## src/rtl/dmem_arb_pkg.sv

```systemverilog
// Shared types and helpers for the two-port dataMem arbiter.
// Port 0 is the core load/store path, port 1 the debug/inspection path.
package dmem_arb_pkg;

   localparam int unsigned DATA_W    = 64;
   localparam int unsigned NUM_PORTS = 2;
   localparam int unsigned PORT_CORE = 0;
   localparam int unsigned PORT_DBG  = 1;

   typedef enum logic [1:0] {
      IDLE,
      RD_RESP,
      ERR_RESP
   } arb_state_t;

   typedef struct packed {
      logic              we;
      logic [DATA_W-1:0] addr;
      logic [DATA_W-1:0] wdata;
   } mem_req_t;

   // Word-aligned and inside the populated word range.
   function automatic logic addr_ok(input logic [DATA_W-1:0] addr, input int unsigned words);
      logic [DATA_W-1:0] w_word;
      w_word  = {3'b000, addr[DATA_W-1:3]};
      addr_ok = (addr[2:0] == 3'b000) && (w_word < DATA_W'(words));
   endfunction

   function automatic logic [NUM_PORTS-1:0] port_onehot(input logic port);
      port_onehot = {port, ~port};
   endfunction

endpackage

```

## src/rtl/dmem_arbiter_if.sv

```systemverilog
// Requester, response and dataMem signals of the arbiter bundled together.
// slave is the arbiter's view; master is the requesters-plus-memory view.
interface dmem_arbiter_if;
   import dmem_arb_pkg::*;

   logic [NUM_PORTS-1:0] req;
   logic [NUM_PORTS-1:0] we;
   logic [DATA_W-1:0]    addr0;
   logic [DATA_W-1:0]    addr1;
   logic [DATA_W-1:0]    wdata0;
   logic [DATA_W-1:0]    wdata1;
   logic [NUM_PORTS-1:0] gnt;
   logic [NUM_PORTS-1:0] rvalid;
   logic [NUM_PORTS-1:0] err;
   logic [DATA_W-1:0]    rdata;
   logic [DATA_W-1:0]    mem_address;
   logic [DATA_W-1:0]    mem_write_data;
   logic                 mem_read;
   logic                 mem_write;
   logic [DATA_W-1:0]    mem_read_data;

   modport slave (
      input  req, we, addr0, addr1, wdata0, wdata1, mem_read_data,
      output gnt, rvalid, err, rdata, mem_address, mem_write_data, mem_read, mem_write
   );

   modport master (
      output req, we, addr0, addr1, wdata0, wdata1, mem_read_data,
      input  gnt, rvalid, err, rdata, mem_address, mem_write_data, mem_read, mem_write
   );

endinterface

```

## src/rtl/rr_arb2.sv

```systemverilog
// Two-input round-robin grant; the pointer names the port that wins a tie and is
// moved to the loser after every grant so contention alternates strictly.
module rr_arb2
   import dmem_arb_pkg::*;
(
   input  logic                 i_clk,
   input  logic                 i_rst_n,
   input  logic [NUM_PORTS-1:0] i_req,
   output logic [NUM_PORTS-1:0] o_gnt
);

   logic                 r_rr;
   logic                 w_rr_next;
   logic [NUM_PORTS-1:0] w_gnt;

   always_comb begin
      w_gnt = '0;
      unique case (i_req)
         2'b01:   w_gnt = 2'b01;
         2'b10:   w_gnt = 2'b10;
         2'b11:   w_gnt = r_rr ? 2'b10 : 2'b01;
         default: w_gnt = 2'b00;
      endcase
   end

   // Reset must silence the grant immediately, not at the next edge.
   assign o_gnt = w_gnt & {NUM_PORTS{i_rst_n}};

   always_comb begin
      w_rr_next = r_rr;
      if (w_gnt[0]) begin
         w_rr_next = 1'b1;
      end else if (w_gnt[1]) begin
         w_rr_next = 1'b0;
      end
   end

   always_ff @(posedge i_clk or negedge i_rst_n) begin
      if (!i_rst_n) begin
         r_rr <= 1'(PORT_CORE);
      end else begin
         r_rr <= w_rr_next;
      end
   end

endmodule

```

## src/rtl/dmem_arbiter.sv

```systemverilog
// Shares single-ported dataMem between the core (port 0) and debug (port 1) paths,
// filters misaligned/out-of-range accesses and steers read data back to its issuer.
module dmem_arbiter
   import dmem_arb_pkg::*;
#(
   parameter int unsigned WORDS = 1024
) (
   input  logic            i_clk,
   input  logic            i_rst_n,
   dmem_arbiter_if.slave   io_bus
);

   logic [NUM_PORTS-1:0] w_gnt;
   logic                 w_any;
   logic                 w_sel;
   logic                 w_ok;
   logic                 w_go;
   mem_req_t             w_req;

   arb_state_t           r_state;
   arb_state_t           w_state_next;
   logic                 r_port;
   logic                 w_port_next;
   logic                 w_pend_valid;
   logic                 w_err_valid;

   rr_arb2 u_rr_arb2 (
      .i_clk   (i_clk),
      .i_rst_n (i_rst_n),
      .i_req   (io_bus.req),
      .o_gnt   (w_gnt)
   );

   assign w_any = |w_gnt;
   assign w_sel = w_gnt[PORT_DBG];

   always_comb begin
      w_req = '0;
      if (w_sel) begin
         w_req = '{we: io_bus.we[PORT_DBG], addr: io_bus.addr1, wdata: io_bus.wdata1};
      end else begin
         w_req = '{we: io_bus.we[PORT_CORE], addr: io_bus.addr0, wdata: io_bus.wdata0};
      end
   end

   assign w_ok = addr_ok(w_req.addr, WORDS);
   // Only a granted, legal access reaches the memory pins; everything else parks at 0.
   assign w_go = w_any & w_ok;

   assign io_bus.gnt            = w_gnt;
   assign io_bus.mem_address    = w_go ? w_req.addr  : '0;
   assign io_bus.mem_write_data = w_go ? w_req.wdata : '0;
   assign io_bus.mem_write      = w_go &  w_req.we;
   assign io_bus.mem_read       = w_go & ~w_req.we;

   always_comb begin
      w_state_next = IDLE;
      w_port_next  = r_port;
      if (w_any) begin
         w_port_next = w_sel;
         if (!w_ok) begin
            w_state_next = ERR_RESP;
         end else if (!w_req.we) begin
            w_state_next = RD_RESP;
         end
      end
   end

   always_ff @(posedge i_clk or negedge i_rst_n) begin
      if (!i_rst_n) begin
         r_state <= IDLE;
         r_port  <= 1'(PORT_CORE);
      end else begin
         r_state <= w_state_next;
         r_port  <= w_port_next;
      end
   end

   // RD_RESP with r_port is the one-entry pending-read register.
   assign w_pend_valid = (r_state == RD_RESP);
   assign w_err_valid  = (r_state == ERR_RESP);

   assign io_bus.rvalid = w_pend_valid ? port_onehot(r_port) : '0;
   assign io_bus.err    = w_err_valid  ? port_onehot(r_port) : '0;
   assign io_bus.rdata  = w_pend_valid ? io_bus.mem_read_data : '0;

endmodule

```

## src/flat_wrapper.sv

```systemverilog
// flat-port wrapper written by rule: the top's interface ports become plain ports
module dmem_arbiter_flat import dmem_arb_pkg::*;
#(
   parameter int unsigned WORDS = 1024
)
  (i_clk, i_rst_n, io_bus_req, io_bus_we, io_bus_addr0, io_bus_addr1, io_bus_wdata0, io_bus_wdata1, io_bus_mem_read_data, io_bus_gnt, io_bus_rvalid, io_bus_err, io_bus_rdata, io_bus_mem_address, io_bus_mem_write_data, io_bus_mem_read, io_bus_mem_write);
  dmem_arbiter_if io_bus_i ();
  input  logic i_clk;
  input  logic i_rst_n;
  input wire logic [$bits(io_bus_i.req)-1:0] io_bus_req;
  input wire logic [$bits(io_bus_i.we)-1:0] io_bus_we;
  input wire logic [$bits(io_bus_i.addr0)-1:0] io_bus_addr0;
  input wire logic [$bits(io_bus_i.addr1)-1:0] io_bus_addr1;
  input wire logic [$bits(io_bus_i.wdata0)-1:0] io_bus_wdata0;
  input wire logic [$bits(io_bus_i.wdata1)-1:0] io_bus_wdata1;
  input wire logic [$bits(io_bus_i.mem_read_data)-1:0] io_bus_mem_read_data;
  output wire logic [$bits(io_bus_i.gnt)-1:0] io_bus_gnt;
  output wire logic [$bits(io_bus_i.rvalid)-1:0] io_bus_rvalid;
  output wire logic [$bits(io_bus_i.err)-1:0] io_bus_err;
  output wire logic [$bits(io_bus_i.rdata)-1:0] io_bus_rdata;
  output wire logic [$bits(io_bus_i.mem_address)-1:0] io_bus_mem_address;
  output wire logic [$bits(io_bus_i.mem_write_data)-1:0] io_bus_mem_write_data;
  output wire logic [$bits(io_bus_i.mem_read)-1:0] io_bus_mem_read;
  output wire logic [$bits(io_bus_i.mem_write)-1:0] io_bus_mem_write;
  assign io_bus_i.req = io_bus_req;
  assign io_bus_i.we = io_bus_we;
  assign io_bus_i.addr0 = io_bus_addr0;
  assign io_bus_i.addr1 = io_bus_addr1;
  assign io_bus_i.wdata0 = io_bus_wdata0;
  assign io_bus_i.wdata1 = io_bus_wdata1;
  assign io_bus_i.mem_read_data = io_bus_mem_read_data;
  assign io_bus_gnt = io_bus_i.gnt;
  assign io_bus_rvalid = io_bus_i.rvalid;
  assign io_bus_err = io_bus_i.err;
  assign io_bus_rdata = io_bus_i.rdata;
  assign io_bus_mem_address = io_bus_i.mem_address;
  assign io_bus_mem_write_data = io_bus_i.mem_write_data;
  assign io_bus_mem_read = io_bus_i.mem_read;
  assign io_bus_mem_write = io_bus_i.mem_write;
  dmem_arbiter #(.WORDS(WORDS)) u_core (.i_clk(i_clk), .i_rst_n(i_rst_n), .io_bus(io_bus_i));
endmodule
```

## config.mk

```make
export PLATFORM = sky130hd
export DESIGN_NAME = dmem_arbiter_flat
export DESIGN_NICKNAME = d
export VERILOG_FILES = /design/src/rtl/dmem_arb_pkg.sv /design/src/rtl/dmem_arbiter_if.sv /design/src/rtl/rr_arb2.sv /design/src/rtl/dmem_arbiter.sv /design/src/flat_wrapper.sv
export SDC_FILE = /design/constraint.sdc
export NUM_CORES = 1
export LEC_CHECK = 0
export CAP_MARGIN = 20
export CORE_AREA = 2 2 203 205
export CTS_CLUSTER_DIAMETER = 60
export CTS_CLUSTER_SIZE = 8
export DETAILED_ROUTE_END_ITERATION = 16
export DIE_AREA = 0 0 205 207
export GPL_ROUTABILITY_DRIVEN = 1
export PLACE_DENSITY = 0.37
export SETUP_SLACK_MARGIN = 0.2
export SLEW_MARGIN = 20
export SYNTH_ARGS = -nofsm -noshare
export SYNTH_HDL_FRONTEND = slang
export SYNTH_SLANG_ARGS = --single-unit
```

## constraint.sdc

```tcl
create_clock -name i_clk -period 3 [get_ports i_clk]
set_clock_uncertainty 0.1 [all_clocks]
set_input_delay 0.6 -clock i_clk [delete_from_list [all_inputs] [get_ports i_clk]]
set_output_delay 0.6 -clock i_clk [all_outputs]
set_load 0.01 [all_outputs]
```

After elaboration in Yosys (flattened, before gate mapping)
Cells that the tools add are included.
Widths: inputs -> output; s select.
{ "word_totals": {"register_bits": 4, "in_bits": 326, "out_inout_bits": 200, "elab_cells": 32} }
{ "classes": {"magnitude_cmp": 1, "n_eq_ne": 5, "muxes": 13, "bitwise": 6, "reduce_logical": 4} }
{ "op_table": {"columns": ["cell", "n"], "rows": [
  ["$mux 64", 3],
  ["$mux 129", 1],
  ["$lt 61x11->1 const B", 1],
  ["$mux 2", 5],
  ["$eq 2x2->1 const B", 3],
  ["$pmux 2 s3", 1],
  ["$eq 2x1->1 const B", 2],
  ["$and 1x1->1", 3],
  ["$logic_not 3->1", 1],
  ["$mux 1", 3],
  ["$and 2x2->2", 1],
  ["$not 1->1", 2],
  ["$reduce_bool 2->1", 1],
  ["$reduce_or 2->1", 1],
  ["$logic_and 1x1->1", 1]
]} }

Logic depth before layout (Yosys ltp)
Gate-level depths: netlist (run 1).
{ "depth": {"word_depth": 8, "mapped_depth": 7, "depth_no_buf": 5} }

Modules after synthesis
Synthesis (run 1) repeated with hierarchy kept, for this count alone.
{ "hier_totals": {"cells_unflattened": 447, "hier_area_um2": 2563.7} }
{ "modules_own_cells": {"columns": ["mod", "n_inst", "cells_per_inst", "area_each_um2"], "rows": [
  ["dmem_arbiter", 1, 440, 2508.7],
  ["rr_arb2", 1, 7, 55.1]
]} }

Worst setup path before layout (run 1)
No wires, ideal clock.
{ "synth_path": {"path_kind": "input to output", "startpoint": "input port io_bus_addr1[31]", "endpoint": "output port io_bus_mem_read", "arrival_time_ps": 2139, "required_time_ps": 2300, "setup_slack_ps": 161, "stages": 6, "n_path_buf": 2, "cell_sequence": "nor4_1 > nand4_1 > or4_1 > buf_2 > buf_6 > o32ai_1"} }
{ "synth_between": {"elab_chain_cells": 5} }
{ "synth_rtl": {"columns": ["element", "line_no", "rtl"], "rows": [
  ["start, declared", "flat_wrapper.sv:13", "input wire logic [$bits(io_bus_i.addr1)-1:0] io_bus_addr1;"],
  ["$mux 129", "dmem_arbiter.sv:39", "if (w_sel) begin"],
  ["$lt 61x11->1", "dmem_arb_pkg.sv:26", "addr_ok = (addr[2:0] == 3'b000) && (w_word < DATA_W'(words));"],
  ["$logic_and 1x1->1", "dmem_arb_pkg.sv:26", null],
  ["$and 1x1->1", "dmem_arbiter.sv:48", "assign w_go = w_any & w_ok;"],
  ["$and 1x1->1", "dmem_arbiter.sv:54", "assign io_bus.mem_read = w_go & ~w_req.we;"],
  ["end, declared", "flat_wrapper.sv:23", "output wire logic [$bits(io_bus_i.mem_read)-1:0] io_bus_mem_read;"]
]} }
No other way between the ends.

Final worst setup path (run 1)
{ "layout_path": {"startpoint": "input port io_bus_addr1[2]", "endpoint": "output port io_bus_mem_write_data[9]"} }
{ "layout_between": {"elab_chain_cells": 5} }
{ "layout_rtl": {"columns": ["element", "line_no", "rtl"], "rows": [
  ["$mux 129", "dmem_arbiter.sv:39", null],
  ["$logic_not 3->1", "dmem_arb_pkg.sv:26", null],
  ["$logic_and 1x1->1", "dmem_arb_pkg.sv:26", null],
  ["$and 1x1->1", "dmem_arbiter.sv:48", null],
  ["$mux 64", "dmem_arbiter.sv:52", "assign io_bus.mem_write_data = w_go ? w_req.wdata : '0;"],
  ["end, declared", "flat_wrapper.sv:22", "output wire logic [$bits(io_bus_i.mem_write_data)-1:0] io_bus_mem_write_data;"]
]} }
No other way between the ends.

==> flow_metrics.py, run 1 <==
metrics = {
    "route": {
        "drc": 0,
        "firstDrtPassIters": 4,
        "drt_iter0_markers": 138,
        "avgViaCountPerCell": 3.42,
        "drt-wirelength-per-cell_um": 17.0,
        "antenna_left": 0,
        "num_vias": 5018,
        "drt-total-wl_um": 24900,
    },
    "synth": {
        "yosysMostFrequentCell": "nand2_1",
        "ys_ff_latch": 4,
        "yosys_warnings": 0,
        "synth_cells": 445,
        "syn_area_um2": 2600,
        "synth_area_leaders": "nand2_1, and2_1, buf_4",
        "synth_seq_area_share": 0.0385,
        "synth_edf_count": 0,
        "syn_avg_cell_area_um2": 5.84,
        "synth.top_cells.by_count": "nand2_1, and2_1, o22ai_1",
        "ys.flop_type": "dfrtp_1",
        "synth.top_cell.area_share": 0.221,
        "synth_top_area_cell": "nand2_1",
        "async_flop_share": 1.00,
        "synth_cell_types": 25,
    },
    "floorplan": {
        "initial_core_util": 0.0644,
        "dieArea_um2": 42400,
        "core-area_um2": 40400,
        "rows": 74,
        "die_w_um": 205,
        "dieHeight_um": 207,
        "ios": 526,
    },
    "grt": {
        "overflow": 0,
        "grt_usage": 0.108,
        "grt_pass1_wl_um": 33900,
        "first_global_vias": 5261,
        "antenna_found_initial": 2,
        "grt_max_degree": 67,
    },
    "worst_setup_path": {
        "arrival_ns": 2.48,
        "endpoint_kind": "output port",
        "cp.required_ns": 2.30,
        "critPathKind": "primary input to output port",
        "startpoint_type": "primary input",
        "ff2ff_path_depth": 5,
        "path_max_fanout": 7,
    },
    "power_and_ir_drop": {
        "power_density_nw_per_um2": 105,
        "vdd_drop_max_mv": 0.148,
        "p_leak_uw": 0.00327,
        "finalPower_uw": 919,
    },
    "sta": {
        "setup-tns-final_ns": -8.88,
        "drv_slew": 0,
        "fmax_mhz": 314,
        "worst_slack_ns": -0.184,
        "period_needed_ns": 3.18,
        "hold_viol_final": 0,
        "grt_setup_unrepaired": "true",
        "min_period_over_period": 1.06,
        "setup_viol": 75,
    },
    "clock_network": {
        "clk_latency_ns": 0.22,
        "clock-root-buffer": "clkbuf_16",
        "cts_num_sinks": 4,
        "cts-htree-levels": 1,
        "cts_tree": "yes",
        "cts_buffers": 3,
        "clock_path_buffers": 2,
        "clkTransAtPathRegs_ns": 0.03,
    },
    "placement": {
        "placed_cells": 1441,
        "gp_congestion": 0.822,
        "port-buffer-count": 471,
        "dp_hpwl_um": 19200,
    },
    "finish": {
        "final_cells": 1467,
        "nFillCells": 4602,
        "area_delta_synth_final_pct": 236,
        "nets": 1262,
        "drive_gt1_frac": 0.310,
    },
    "run_status": {
        "status": "finished, violations left",
        "violations": "negative setup slack",
    },
    "hold_path": {
        "hold_class": "primary input to async pin",
    },
    "job": {
        "maxCapViolations": 0,
    },
}
sequential cells by signal, summed over array words and instances (netlist names):
register and count:
u_core.u_rr_arb2.r_rr 1, u_core.r_state 2, u_core.r_port 1
cells in the final DEF, fill, tap and decap left out, types with 5 or more instances in the layout:
cell             instances
clkdlybuf4s50_1        288
nand2_1                153
buf_2                   97
and2_1                  66
o22ai_2                 55
conb_1                  54
buf_6                   32
clkdlybuf4s15_1         30
dlygate4sd2_1           21
buf_4                   19
nor4_2                  17
buf_12                  17
o22ai_4                 14
buf_16                  12
nand4_1                  6
o22ai_1                  6
nor4_4                   5
worst max-delay path, stage by stage:
cell and delay (ns):
clkdlybuf4s15_2 0.22, nor4_4 0.14, buf_4 0.14, nand4_1 0.15, or4_4 0.53, buf_6 0.15, buf_6 0.12, buf_16 0.14
o22ai_4 0.17, buf_6 0.13
power by group:
| part | total (uW) | switching, uW | internal [uW] |
|---|---|---|---|
| Combinational | 648 | 237 | 411 |
| Clock | 205 | 34.8 | 170 |
| Sequential | 66.0 | 5.81 | 60.1 |
kinds of logic (layout without fill, tap and decap cells):
family,Yosys count,count (layout),share of synthesized area
AOI/OAI and AO/OA,81,81,0.244
DFF,4,4,0.0385
other,1,55,0.00144
buffers and inverters,98,534,0.235
and+or+nand+nor,261,261,0.480
path summary, 6_finish.rpt:
path                                             from                  endpoint  slack (ns)
worst max-delay path                  io_bus_addr1[2]  io_bus_mem_write_data[9]       -0.18
worst min-delay path                          i_rst_n             u_core.r_port        0.40
worst max register to register  u_core.u_rr_arb2.r_rr         u_core.r_state[0]        1.46
worst min register to register  u_core.u_rr_arb2.r_rr     u_core.u_rr_arb2.r_rr        0.48
max in group asynchronous                     i_rst_n         u_core.r_state[0]        2.30
min in group i_clk              u_core.u_rr_arb2.r_rr     u_core.u_rr_arb2.r_rr        0.48
through the flow:
stage / setup slack (ns) / cell area (um2) / hold WS, ns / utilization
6_report: -0.184 / 8750 / 0.399 / 0.217
5_1_grt: -0.270 / 8750 / 0.428 / 0.217
2_1_floorplan: 0.218 / 2810 / 0.204 / -
3_3_place_gp: -1.05 / 8030 / 0.476 / 0.199
3_5_place_dp: -1.08 / 8030 / 0.489 / 0.199
4_1_cts: -0.153 / 8480 / 0.406 / 0.210
area by class of cell:
class,instances,area (um2),area share
Clock buffer,3,75.1,0.00858
Inverter,3,13.8,0.00157
Antenna cell,1,2.50,0.000286
Multi-Input combinational cell,396,2720,0.311
Tap cell,532,666,0.0761
Sequential cell,4,100,0.0114
Timing Repair Buffer,528,5170,0.591
metal layers:
metal / vias up / wire (um) / GRT usage / part of all wire
met2: 320 / 13700 / 0.223 / 0.55
met4: 2 / 322 / 0.0161 / 0.013
met1: 2274 / 8700 / 0.111 / 0.35
met5: - / 13 / 0 / 0.00052
met3: 18 / 2140 / 0.0239 / 0.086
li1: 2404 / - / - / -
repair_timing:
action                                  in CTS  in global routing
resized for setup                          672                 56
hold buffers                                 0                  0
gates cloned                                12                  0
pin swaps                                   81                 10
setup buffers                                9                  1
endpoints found under the setup margin      78                 76
No activity file was read; power rests on OpenSTA's default activity.
==> run 2, diff against run 1 <==
Settings changed: CAP_MARGIN 20 to 15.
==> results of run 2 <==
Same layout as run 1: the final DEF is identical, and so are final timing and power.
==> run 3, diff against run 2 <==
Settings changed: CELL_PAD_IN_SITES_DETAIL_PLACEMENT from default to 1, CELL_PAD_IN_SITES_GLOBAL_PLACEMENT from default to 2, CORE_AREA 2 2 203 205 to 2 2 202 204, DIE_AREA 0 0 205 207 to 0 0 204 206, PLACE_DENSITY 0.37 to 0.82.
==> run 3 against run 2 <==
The run still ends with negative setup slack left; sequential cell count is the same; core utilization shrank 0.37 points; combinational power grew 2%; setup slack lost 0.090 ns; non-clock buffer count grew 20; clock power is essentially flat; largest power group unchanged.
==> flow_metrics.py, run 3 (same netlist as run 1, synthesis figures left out) <==
metrics = {
    "worst_setup_path": {
        "cp.required_ns": 2.30,
        "path_cells": "clkbuf_2 > nor4_4 > nand4_1 > or4_4 > buf_12 > buf_8 > buf_6 > o22ai_2 > buf_2",
        "path_max_fanout": 6,
        "endpoint_kind": "output port",
        "critPathKind": "primary input to output port",
        "regToRegStartpoint": "u_core.u_rr_arb2.r_rr",
        "crit_path_max_incr_delay_ns": 0.65,
        "r2r_setup_slack_ns": 1.40,
        "worstReg2RegEnd": "u_core.r_state[0]",
        "ff2ff_path_depth": 7,
        "arrival_ns": 2.57,
        "startpoint_type": "primary input",
        "crit_slowest_cell": "or4_4",
    },
    "clock_network": {
        "clkTransAtPathRegs_ns": 0.03,
        "clock_path_buffers": 2,
        "cts_buffers": 3,
        "clock-root-buffer": "clkbuf_16",
        "cts_num_sinks": 4,
        "clk_latency_ns": 0.22,
        "cts_hold_buffers": 0,
        "cts-htree-levels": 1,
        "cts_tree": "yes",
    },
    "power_and_ir_drop": {
        "intPower_uw": 656,
        "finalPower_uw": 939,
        "p_clk_frac": 0.222,
        "combPwrFrac": 0.707,
        "p_switching_uw": 283,
        "sw_frac_of_total": 0.301,
        "power_density_nw_per_um2": 110,
        "vdd_drop_max_mv": 0.122,
        "p_leak_uw": 0.00331,
        "power_frac_seq": 0.071,
    },
    "route": {
        "avgViaCountPerCell": 3.46,
        "drc": 0,
        "num_vias": 5154,
        "drt_iter0_markers": 108,
        "drt-total-wl_um": 24000,
        "antenna_left": 0,
        "firstDrtPassIters": 4,
        "drt-wirelength-per-cell_um": 16.1,
    },
    "floorplan": {
        "initial_core_util": 0.0647,
        "die_w_um": 204,
        "ios": 526,
        "rows": 74,
        "dieArea_um2": 42000,
        "core-area_um2": 40200,
        "dieHeight_um": 206,
    },
    "finish": {
        "area_delta_synth_final_pct": 229,
        "multi_input_area_um2": 2580,
        "layout_commonest_cell": "clkdlybuf4s50_1",
        "final_cell_area_um2": 8560,
        "largestRegisters": "u_core.r_state (2), u_core.r_port (1), u_core.u_rr_arb2.r_rr (1)",
        "final_cell_mix": "clkdlybuf4s50_1, nand2_1, buf_2, and2_1, conb_1",
        "utilization": 0.213,
        "largest_reg_flops": 2,
        "nets": 1282,
        "top_register": "u_core.r_state",
        "drive_gt1_frac": 0.308,
        "regArea_um2": 100,
        "nFillCells": 4900,
    },
    "sta": {
        "drv_slew": 0,
        "period_needed_ns": 3.27,
        "setup-tns-final_ns": -15.31,
        "fmax_mhz": 305,
        "hold_viol_final": 0,
        "min_period_over_period": 1.09,
        "setup_viol": 76,
        "grt_setup_unrepaired": "true",
        "worst_slack_ns": -0.274,
    },
    "grt": {
        "grt_max_degree": 67,
        "overflow": 0,
        "antenna_found_initial": 5,
        "first_global_vias": 5518,
        "grt_usage": 0.104,
        "grt_pass1_wl_um": 32800,
    },
    "placement": {
        "dp_hpwl_um": 19200,
        "post_dp_cell_area_um2": 8130,
        "gp_congestion": 0.798,
        "port-buffer-count": 471,
    },
    "job": {
        "maxCapViolations": 0,
    },
    "run_status": {
        "violations": "negative setup slack",
        "status": "finished, violations left",
    },
    "hold_path": {
        "hold_class": "primary input to async pin",
    },
}
run 3: cell types whose count changed in the layout (fill, tap and decap cells not counted), moves of 3 or more:
cell / previous run / this run
buf_16: 12 / 3
diode_2: 1 / 4
o22ai_2: 55 / 47
buf_6: 32 / 28
clkdlybuf4s15_1: 30 / 27
buf_4: 19 / 42
buf_2: 97 / 105
o22ai_1: 6 / 20
dlymetal6s2s_1: 0 / 4
o22ai_4: 14 / 8
run 3: per-layer routing:
layer	share of wire	GRT usage	vias to the layer above
met3	0.087	0.0257	23
met5	0.00046	0	-
met4	0.026	0.0355	2
met2	0.54	0.207	329
li1	-	-	2442
met1	0.34	0.104	2358
run 3: worst max-delay path, delay by kind of cell:
kind / cells / cell delay, ns
and+or+nand+nor: 3 / 1.13
buffers and inverters: 5 / 0.71
AOI/OAI and AO/OA: 1 / 0.14
run 3: cell type report:
cell class	count	area share
inverters	3	0.00132
repair buffers	548	0.597
flip-flops and latches	4	0.0117
well taps	532	0.0778
clock buffers	3	0.00877
multi-input cells	396	0.302
diodes	4	0.00117
run 3: repair_timing:
action | CTS | global route
endpoints found under the setup margin | 78 | 78
resized for setup | 646 | 53
pin swaps | 23 | 35
gates cloned | 4 | 1
buffers inserted | 15 | 6
run 3: power groups by stage:
stage	Combinational [uW]	Sequential [uW]	Clock [uW]
floorplan	177	63.5	0
global placement	650	66.4	0
detailed placement	657	66.5	0
CTS	664	66.3	212
global route	716	67.8	214
finish	664	66.5	208
run 3: per-stage QoR:
stage	hold WS (ns)	setup WS, ns	std cells
2_1_floorplan	0.204	0.218	498
3_3_place_gp	0.474	-1.21	1457
3_5_place_dp	0.501	-1.23	1457
4_1_cts	0.501	-0.284	1479
5_1_grt	0.296	-0.375	1488
6_report	0.258	-0.274	1490
run 3: worst max path at each step:
stage               depth (start not counted)             start  slack (ns)                        end
finish                                      9   io_bus_addr1[1]       -0.27  io_bus_mem_write_data[44]
global route                                9   io_bus_addr1[1]       -0.37  io_bus_mem_write_data[44]
CTS                                         7   io_bus_addr1[2]       -0.28   io_bus_mem_write_data[1]
detailed placement                          8  io_bus_addr0[31]       -1.23   io_bus_mem_write_data[5]
global placement                            8  io_bus_addr0[31]       -1.21   io_bus_mem_write_data[8]
floorplan                                   7  io_bus_addr1[31]        0.22     io_bus_mem_address[10]
